**src/rtl/gray_updn_nbits.sv**
```systemverilog
// Up/down Gray-code counter with synchronous load, terminal count and wrap/saturate modes.
// Optional shadow-counter consistency check is enabled by defining GRAY_ERR_CHK_EN.
module gray_updn_nbits #(
  parameter int unsigned N    = 4,
  parameter int unsigned WRAP = 1
) (
  input  logic         clk,
  input  logic         rst,
  input  logic         clk_en,
  input  logic         up,
  input  logic         load,
  input  logic [N-1:0] load_val,
  output logic [N-1:0] gray_out,
  output logic [N-1:0] bin_out,
  output logic         tc
`ifdef GRAY_ERR_CHK_EN
  ,
  output logic         err
`endif
);

  localparam logic [N-1:0] GRAY_MAX = {1'b1, {(N-1){1'b0}}};

  function automatic logic [N-1:0] gray2bin(input logic [N-1:0] g);
    logic [N-1:0] b;
    b = '0;
    b[N-1] = g[N-1];
    for (int unsigned k = 1; k < N; k++) begin
      b[N-1-k] = b[N-k] ^ g[N-1-k];
    end
    return b;
  endfunction

  function automatic logic [N-1:0] bin2gray(input logic [N-1:0] b);
    return b ^ (b >> 1);
  endfunction

  logic [N-1:0] gray_q;
  logic [N-1:0] bin_cur;
  logic [N-1:0] bin_step;
  logic [N-1:0] gray_step;
  logic         step_ok;

  always_comb begin
    bin_cur   = gray2bin(gray_q);
    tc        = up ? (gray_q == GRAY_MAX) : (gray_q == '0);
    // Saturating mode suppresses the step only at the end for the current direction.
    step_ok   = clk_en && ((WRAP != 0) || !tc);
    bin_step  = up ? (bin_cur + 1'b1) : (bin_cur - 1'b1);
    gray_step = bin2gray(bin_step);
  end

  always_ff @(posedge clk) begin
    if (!rst) begin
      gray_q <= '0;
    end else if (load) begin
      gray_q <= load_val;
    end else if (step_ok) begin
      gray_q <= gray_step;
    end
  end

  assign gray_out = gray_q;
  assign bin_out  = bin_cur;

`ifdef GRAY_ERR_CHK_EN
  logic [N-1:0] shadow_q;
  logic         shadow_tc;
  logic         shadow_ok;
  logic         err_q;

  always_comb begin
    shadow_tc = up ? (shadow_q == '1) : (shadow_q == '0);
    shadow_ok = clk_en && ((WRAP != 0) || !shadow_tc);
  end

  always_ff @(posedge clk) begin
    if (!rst) begin
      shadow_q <= '0;
      err_q    <= 1'b0;
    end else begin
      if (load) begin
        shadow_q <= gray2bin(load_val);
      end else if (shadow_ok) begin
        shadow_q <= up ? (shadow_q + 1'b1) : (shadow_q - 1'b1);
      end
      if (bin_cur != shadow_q) begin
        err_q <= 1'b1;
      end
    end
  end

  assign err = err_q;
`endif

endmodule

```
**config.mk**
```make
export PLATFORM = sky130hd
export DESIGN_NAME = gray_updn_nbits
export DESIGN_NICKNAME = d
export VERILOG_FILES = /design/src/rtl/gray_updn_nbits.sv
export SDC_FILE = /design/constraint.sdc
export NUM_CORES = 1
export LEC_CHECK = 0
export CORE_AREA = 2 2 39 41
export CTS_BUF_LIST = sky130_fd_sc_hd__clkbuf_16
export DETAILED_ROUTE_END_ITERATION = 7
export DIE_AREA = 0 0 41 43
export SYNTH_ARGS = -nofsm -noshare
export SYNTH_HDL_FRONTEND = slang
export SYNTH_SLANG_ARGS = --single-unit
```
**constraint.sdc**
```tcl
create_clock -name clk -period 3.6 [get_ports clk]
set_clock_uncertainty 0.15 [all_clocks]
set_input_delay 0.72 -clock clk [delete_from_list [all_inputs] [get_ports clk]]
set_output_delay 0.72 -clock clk [all_outputs]
set_load 0.005 [all_outputs]
```
After elaboration in Yosys (flattened, before gate mapping)

Index checks and enable logic that the tools add are counted.

Memories: 0
Register bits after elaboration: 4
Bits in latches: 0
Output and inout bits: 9
Bits of input ports: 9
Word-level logic and storage cells: 14
Bits in read-only memories: 0
Bits in writable memories: 0

Shift-type cells: 0
Multiply operators: 0
$add $sub $neg: 2
Bitwise operators: 4
Div/mod/pow operators: 0
Equality and inequality tests: 1
Multiplexer cells: 4
Order comparisons: 0
Reduce and logical (&&, ||, !) cells: 2

Operator list:

| kind                  | count |
|---|---|
| $mux W4               | 3 |
| $add A4 B1 Y4 const B | 1 |
| $eq A4 B4 Y1 const B  | 1 |
| $logic_not A4 Y1      | 1 |
| $sub A4 B1 Y4 const B | 1 |
| $xor A4 B3 Y4         | 1 |
| $xor A1 B1 Y1         | 3 |
| $reduce_bool A2 Y1    | 1 |
| $mux W1               | 1 |

Logic depth before layout (Yosys ltp)

Gate-level depths: netlist (run 1).

Depth after elaboration: 8
Mapped depth: 10
Depth with buffers taken out: 10

Least setup slack after synthesis (run 1)

OpenSTA, ideal clock, no wires.

Path type: reg-to-reg
From: reg gray_q[3], in the netlist gray_out[3]
To: reg gray_q[2], in the netlist gray_out[2]
Stages on the path, launching flop included: 11
Buffers on the path: 0
Arrival time: 2.037 ns
Clock period less this slack: 2.279 ns
Path slack: 1.321 ns
Setup time: 0.092 ns
Data required time: 3.358 ns
Cells stage by stage: dfxtp_1 > inv_1 > ha_1 > xnor2_1 > inv_1 > ha_1 > nand2_1 > o21ai_1 > xnor2_1 > xnor2_1 > o32ai_1

Word-level cells in the longest chain between the ends: 8
Elaborated cells on any way between the ends: 9
Classes of those cells: add/sub (2); mux (3); bitwise (4)

RTL lines:

| element                                        | RTL line | text |
|---|---|---|
| start, declared                                | 38       | `logic [N-1:0] gray_q;` |
| start signal, assigned                         | 57       | `gray_q <= load_val;` |
| start signal, assigned                         | 59       | `gray_q <= gray_step;` |
| $xor A1 B1 Y1 *                                | 29       | `b[N-1-k] = b[N-k] ^ g[N-1-k];` |
| named net bin_out[2]                           | 14       | `output logic [N-1:0] bin_out,` |
| $xor A1 B1 Y1 *                                | 29       |  |
| named net bin_out[1]                           | 14       |  |
| $xor A1 B1 Y1                                  | 29       |  |
| $sub A4 B1 Y4 or $add A4 B1 Y4 (tied branches) | 49       | `bin_step = up ? (bin_cur + 1'b1) : (bin_cur - 1'b1);` |
| $mux W4 *                                      | 49       |  |
| $xor A4 B3 Y4 *                                | 35       | `return b ^ (b >> 1);` |
| $mux W4 *                                      | 58       | `end else if (step_ok) begin` |
| $mux W4 *                                      | 56       | `end else if (load) begin` |

Mark *: on every way through the listed nets, which the timed path passes. The rest lies on a longest branch. The select of a mux whose other input is x is not followed.
A chain may end at the register's enable or synchronous reset.

Worst setup path after layout (run 1)

From: in up
To: out tc

Word-level cells in the longest chain between the ends: 1

RTL lines:

| element         | RTL line | text |
|---|---|---|
| start, declared | 10       | `input logic up,` |
| $mux W1         | 46       | `tc = up ? (gray_q == GRAY_MAX) : (gray_q == '0);` |
| end, declared   | 15       | `output logic tc` |

No other way between the ends.

==> results of run 1 <==
-- stage by stage --
step                      hold slack [ns]  area [sq um]  power [uW]  util, %
after floorplan                     0.457           429         222        -
after global placement              0.504           596         311     43.0
after detailed placement            0.521           596         312     43.0
after CTS                           0.526           671         490     48.5
after global routing                0.603           671         521     48.5
final                               0.516           671         484     48.5
-- metal layers --
metal	up-vias	part of all wire, %	GRT usage, %
li1	222	-	-
met1	181	45	18.0
met2	12	48	17.8
met3	2	5.4	6.28
met4	0	1.4	6.00
met5	-	0	0
-- worst max-delay path, stage by stage --
cell	delay (ns)
clkdlybuf4s50_1	0.62
mux2i_1	0.12
nor3_1	0.13
clkdlybuf4s50_1	0.52
-- final cells by class --
class                   count  area, sq um
flip-flops and latches      4         80.1
fillers                   139          713
repair buffers             17          170
well taps                  16         20.0
clock buffers               3         75.1
multi-input cells          41          299
inverters                   7         26.3
-- kinds of logic (layout without fill, tap and decap cells) --
logic type / after synthesis / count (layout)
xor+xnor: 8 / 8
simple gates: 14 / 14
mux: 3 / 3
buf+inv: 11 / 27
flops: 4 / 4
fa+ha+maj: 4 / 4
compound gates: 12 / 12
-- cell usage after synthesis --
master    n  area (sq um)
xor2_1    1          8.76
ha_1      4          50.1
or4b_2    1          10.0
buf_2     1          5.00
dfxtp_1   4          80.1
a211oi_1  1          7.51
xnor3_1   1          22.5
nor2_1    4          15.0
xnor2_1   6          52.6
clkbuf_1  1          3.75
nor3_1    2          10.0
buf_4     2          15.0
o32ai_1   1          8.76
inv_1     7          26.3
o21ai_0   4          20.0
nand2_1   5          18.8
nand3_1   1          5.00
o21ai_1   1          5.00
mux2i_1   3          30.0
a21oi_1   4          20.0
a22oi_1   1          7.51
nand3b_1  1          7.51
-- power breakdown --
group | internal, uW | switching [uW] | total (uW)
logic | 140 | 106 | 247
registers | 52.7 | 11.3 | 64.0
clock network | 142 | 31.5 | 173
-- worst paths after layout --
path	slack (ns)	endpoint	startpoint
hold reg to reg	0.52	gray_out[0]$_SDFFE_PN0P_	gray_out[0]$_SDFFE_PN0P_
hold / removal	0.52	gray_out[0]$_SDFFE_PN0P_	gray_out[0]$_SDFFE_PN0P_
setup / recovery	0.63	tc	up
setup reg to reg	1.14	gray_out[2]$_SDFFE_PN0P_	gray_out[3]$_SDFFE_PN0P_
==> flow_summary.toml, run 1 <==
[cts]
holdBufCountCts = 0
cts_tree = "built"
cts_buffer_depth = 2
cts_buffers = 3
clock_latency_ns = 0.23
postCtsSetupRepairBufs = 0
cts_resized = 0
cts_sinks = 4
root_buffer = "clkbuf_16"
clk_pin_slew_ns = 0.03
htreeDepth = 1

[routing]
totalWireLength_um = 955
first_pass_iters = 2
ant_nets = 0
wl_per_cell_um = 10.9
drc = 0
dr_total_vias = 417
via_per_inst = 4.74
drtIter0Drc = 4

[hold_path]
hold_depth = 2
hold_path_class = "reg2reg"

[synth]
ys_types = 22
synthesis.nets = 69
synth_area_sq_um = 429
syn-instance-count = 56
synth-simple-area-share_pct = 15.5
synth_compound_area_share_pct = 16.0
synthAdderAreaFrac_pct = 11.7
seq_area_frac_synth_pct = 18.7
synth_mux_area_share_pct = 7.00
ys_ff_latch = 4
synth_top_family_by_area = "XOR/XNOR gates"
synth_xor_area_share_pct = 19.5
avgSynthCellArea_sq_um = 7.66
synth_warnings = 0

[run_status]
status = "finished, final reports clean"

[run]
maxCapViolCount = 0

[setup_path]
cp-end-kind = "primary output"
reg2reg_depth = 10
cp.required_ns = 2.73
worstSetupPathType = "in2out"
start_kind = "primary input"
worstPathMaxFanout = 6
arrival_ns = 2.10

[layout]
drive_gt1_share_pct = 5.56
finalNonFillerCells = 88
layout_commonest_cell = "clkdlybuf4s50_1"
layout_common_cells = "clkdlybuf4s50_1 (17), inv_1 (7), xnor2_1 (6)"
largest_reg_flops = 4
area_delta_synth_final_pct = 56.3
diodes = 0
nets = 87

[sta]
setup_tns_ns = 0
fmax_mhz = 337
tightest_slew_ns = 0.339
finalHoldViolCount = 0
finalCritPeriodShare_pct = 82.5
drv_slew = 0
period_needed_ns = 2.97
rsz0062_at_grt = "false"
slew_headroom_pct = 77.2
setup_violations = 0
setup_ws_ns = 0.630

[global_routing]
grt_pass1_vias = 372
grt_antenna_before_repair = 0
grt-ovfl-total = 0
grt_pass1_wl_um = 1570
grt_max_degree = 10
grt_usage_pct = 13.5

[power]
peakVddDrop_mv = 0.558
powerDensity_mw_per_mm2 = 722
p_leak_uw = 0.000288

[placed_design]
dp_hpwl_um = 757
place_congestion = 0.766
io_buffer_count = 17
dpl.cell_count = 85
dpl_worst_slack_ns = 0.616

[floorplan]
start_util_pct = 31.0
coreArea_sq_mm = 0.00138
fp-row-count = 14
pin_count = 18
die_w_um = 41
die_area_sq_mm = 0.00176
die_h_um = 43
(Power assumes the default switching activity.)
==> inputs of run 2 (changes only) <==
PLACE_DENSITY = 0.66   (was default)
clock period = 2.5 ns   (was 3.6 ns; I/O delays follow)
==> run 2 against run 1 <==
Compared with the run above:
- combinational power rose by 66%
- critical path depth did not move
- core utilization grew 4.7 points
- final area rose by 9.7%
- register-to-register slack worse by 0.86 ns
- count of clock-buffer cells in the layout stayed put
- die area did not move
- critical path type unchanged
==> flow_summary.toml, run 2 (same netlist as run 1, synthesis figures left out) <==
[global_routing]
grtUsageMet1_pct = 17.2
use_met2_pct = 19.7
grt_usage_pct = 13.5
busiest_layer = "met2"
met3_usage_pct = 4.71
grt_antenna_before_repair = 0
grt-ovfl-total = 0
grt_max_degree = 10
grt_pass1_vias = 401
grt_pass1_wl_um = 1610

[routing]
ant_nets = 0
drc = 0
drtIter0Drc = 8
wl_per_cell_um = 10.6
totalWireLength_um = 1010
via_per_inst = 4.64
first_pass_iters = 4
dr_total_vias = 441

[layout]
layout_commonest_cell = "clkdlybuf4s50_1"
largest_reg_flops = 4
num-fill-cells = 125
drive_gt1_share_pct = 15.2
diodes = 0
area_delta_synth_final_pct = 71.4
layout_common_cells = "clkdlybuf4s50_1 (17), inv_1 (7), buf_4 (7)"
nets = 94
final_cell_area_sq_um = 736

[setup_path]
reg2reg_from = "gray_out[2]$_SDFFE_PN0P_"
reg2reg_depth = 10
cpMostUsedCell = "clkdlybuf4s50_1"
r2r_slack_ns = 0.28
arrival_ns = 1.75
crit_family = "buffers and inverters"
cp_slowest_stage_delay_ns = 0.52
r2r_end = "gray_out[2]$_SDFFE_PN0P_"
worstPathMaxFanout = 3
cp-end-kind = "primary output"
worst_path_max_delay_cell = "clkdlybuf4s50_1"
path_cells = "clkdlybuf4s50_1, mux2i_1, nor3_1, clkdlybuf4s50_1"
start_kind = "primary input"
worstSetupPathType = "in2out"
cp.required_ns = 1.85
cp_num_buf_inv = 2

[sta]
setup_violations = 0
period_needed_ns = 2.40
finalHoldViolCount = 0
rsz0062_at_grt = "false"
tightest_slew_ns = 0.307
fmax_mhz = 417
drv_slew = 0
finalCritPeriodShare_pct = 95.9
setup_tns_ns = 0
slew_headroom_pct = 79.5
hold_ws_ns = 0.550

[power]
switching_power_uw = 224
p_leak_uw = 0.000323
peakVddDrop_mv = 0.478
powerDensity_mw_per_mm2 = 1020
p_int_uw = 524
combPwrFrac_pct = 54.9
clockPowerShare_pct = 33.6
switching_share_pct = 29.9
seqPwrFrac_pct = 11.5

[floorplan]
die_h_um = 43
die_area_sq_mm = 0.00176
start_util_pct = 31.0
fp-row-count = 14
coreArea_sq_mm = 0.00138
pin_count = 18
die_w_um = 41

[cts]
cts_buffer_depth = 2
cts_sinks = 4
postCtsSetupRepairBufs = 0
cts_tree = "built"
clk_pin_slew_ns = 0.03
clock_latency_ns = 0.22
cts_buffers = 3
root_buffer = "clkbuf_16"
htreeDepth = 1

[run]
maxCapViolCount = 0

[placed_design]
place_congestion = 0.793
io_buffer_count = 17
dpl_cell_area_sq_um = 648
dp_hpwl_um = 784

[hold_path]
hold_end = "gray_out[3]$_SDFFE_PN0P_"
hold_depth = 4
hold_path_class = "reg2reg"
min-delay-start = "gray_out[3]$_SDFFE_PN0P_"

[run_status]
status = "finished, final reports clean"
## run 2: final cells by class
cell class	count	area [sq um]	area share [%]
clock buffer	3	75.1	10.2
inverter	7	26.3	3.57
multi-input combinational	41	312	42.3
sequential	4	80.1	10.9
tap	16	20.0	2.72
timing repair buffer	24	223	30.3
## run 2: per-stage QoR
stage,utilization (%),std cells,power (uW),worst slack (ns)
after floorplan,-,56,319,0.221
after global placement,46.8,92,486,0.0821
after detailed placement,46.8,92,490,0.0000135
after CTS,52.3,95,745,0.0452
after global routing,53.2,95,801,0.0201
final,53.2,95,748,0.102
## run 2: worst min-delay path, cell delays in order (launching register included)
cell and delay, ns:
dfxtp_1 0.30, inv_1 0.10, o21ai_0 0.09, a21oi_1 0.11, nor2_1 0.05
## run 2: how the worst max path moves through the flow
stage | startpoint | to | slack (ns) | cells past startpoint
after CTS | gray_out[2]$_SDFFE_PN0P_ | bin_out[0] | 0.05 | 5
after global routing | up | tc | 0.02 | 4
after floorplan | gray_out[3]$_SDFFE_PN0P_ | gray_out[2]$_SDFFE_PN0P_ | 0.22 | 10
after global placement | up | gray_out[2]$_SDFFE_PN0P_ | 0.08 | 8
final | up | tc | 0.10 | 4
after detailed placement | up | gray_out[2]$_SDFFE_PN0P_ | 0.00001 | 8
## run 2: repair_timing
| action | 4_1_cts | 5_1_grt |
|---|---|---|
| gates resized for setup | 0 | 1 |
| setup endpoints to repair | 0 | 1 |
| hold buffers | 0 | 0 |
## run 2: power by group through the flow
stage | Combinational (uW) | Sequential (uW) | Clock [uW]
2_1_floorplan | 232 | 87.2 | 0
3_3_place_gp | 399 | 86.8 | 0
3_5_place_dp | 403 | 87.3 | 0
4_1_cts | 405 | 86.1 | 254
5_1_grt | 454 | 87.6 | 259
6_report | 411 | 85.8 | 251
## run 2: routing by layer
metal	vias to the layer above	routed length, um
met4	0	0
met3	0	61
met1	192	462
li1	235	-
met2	14	484
met5	-	0
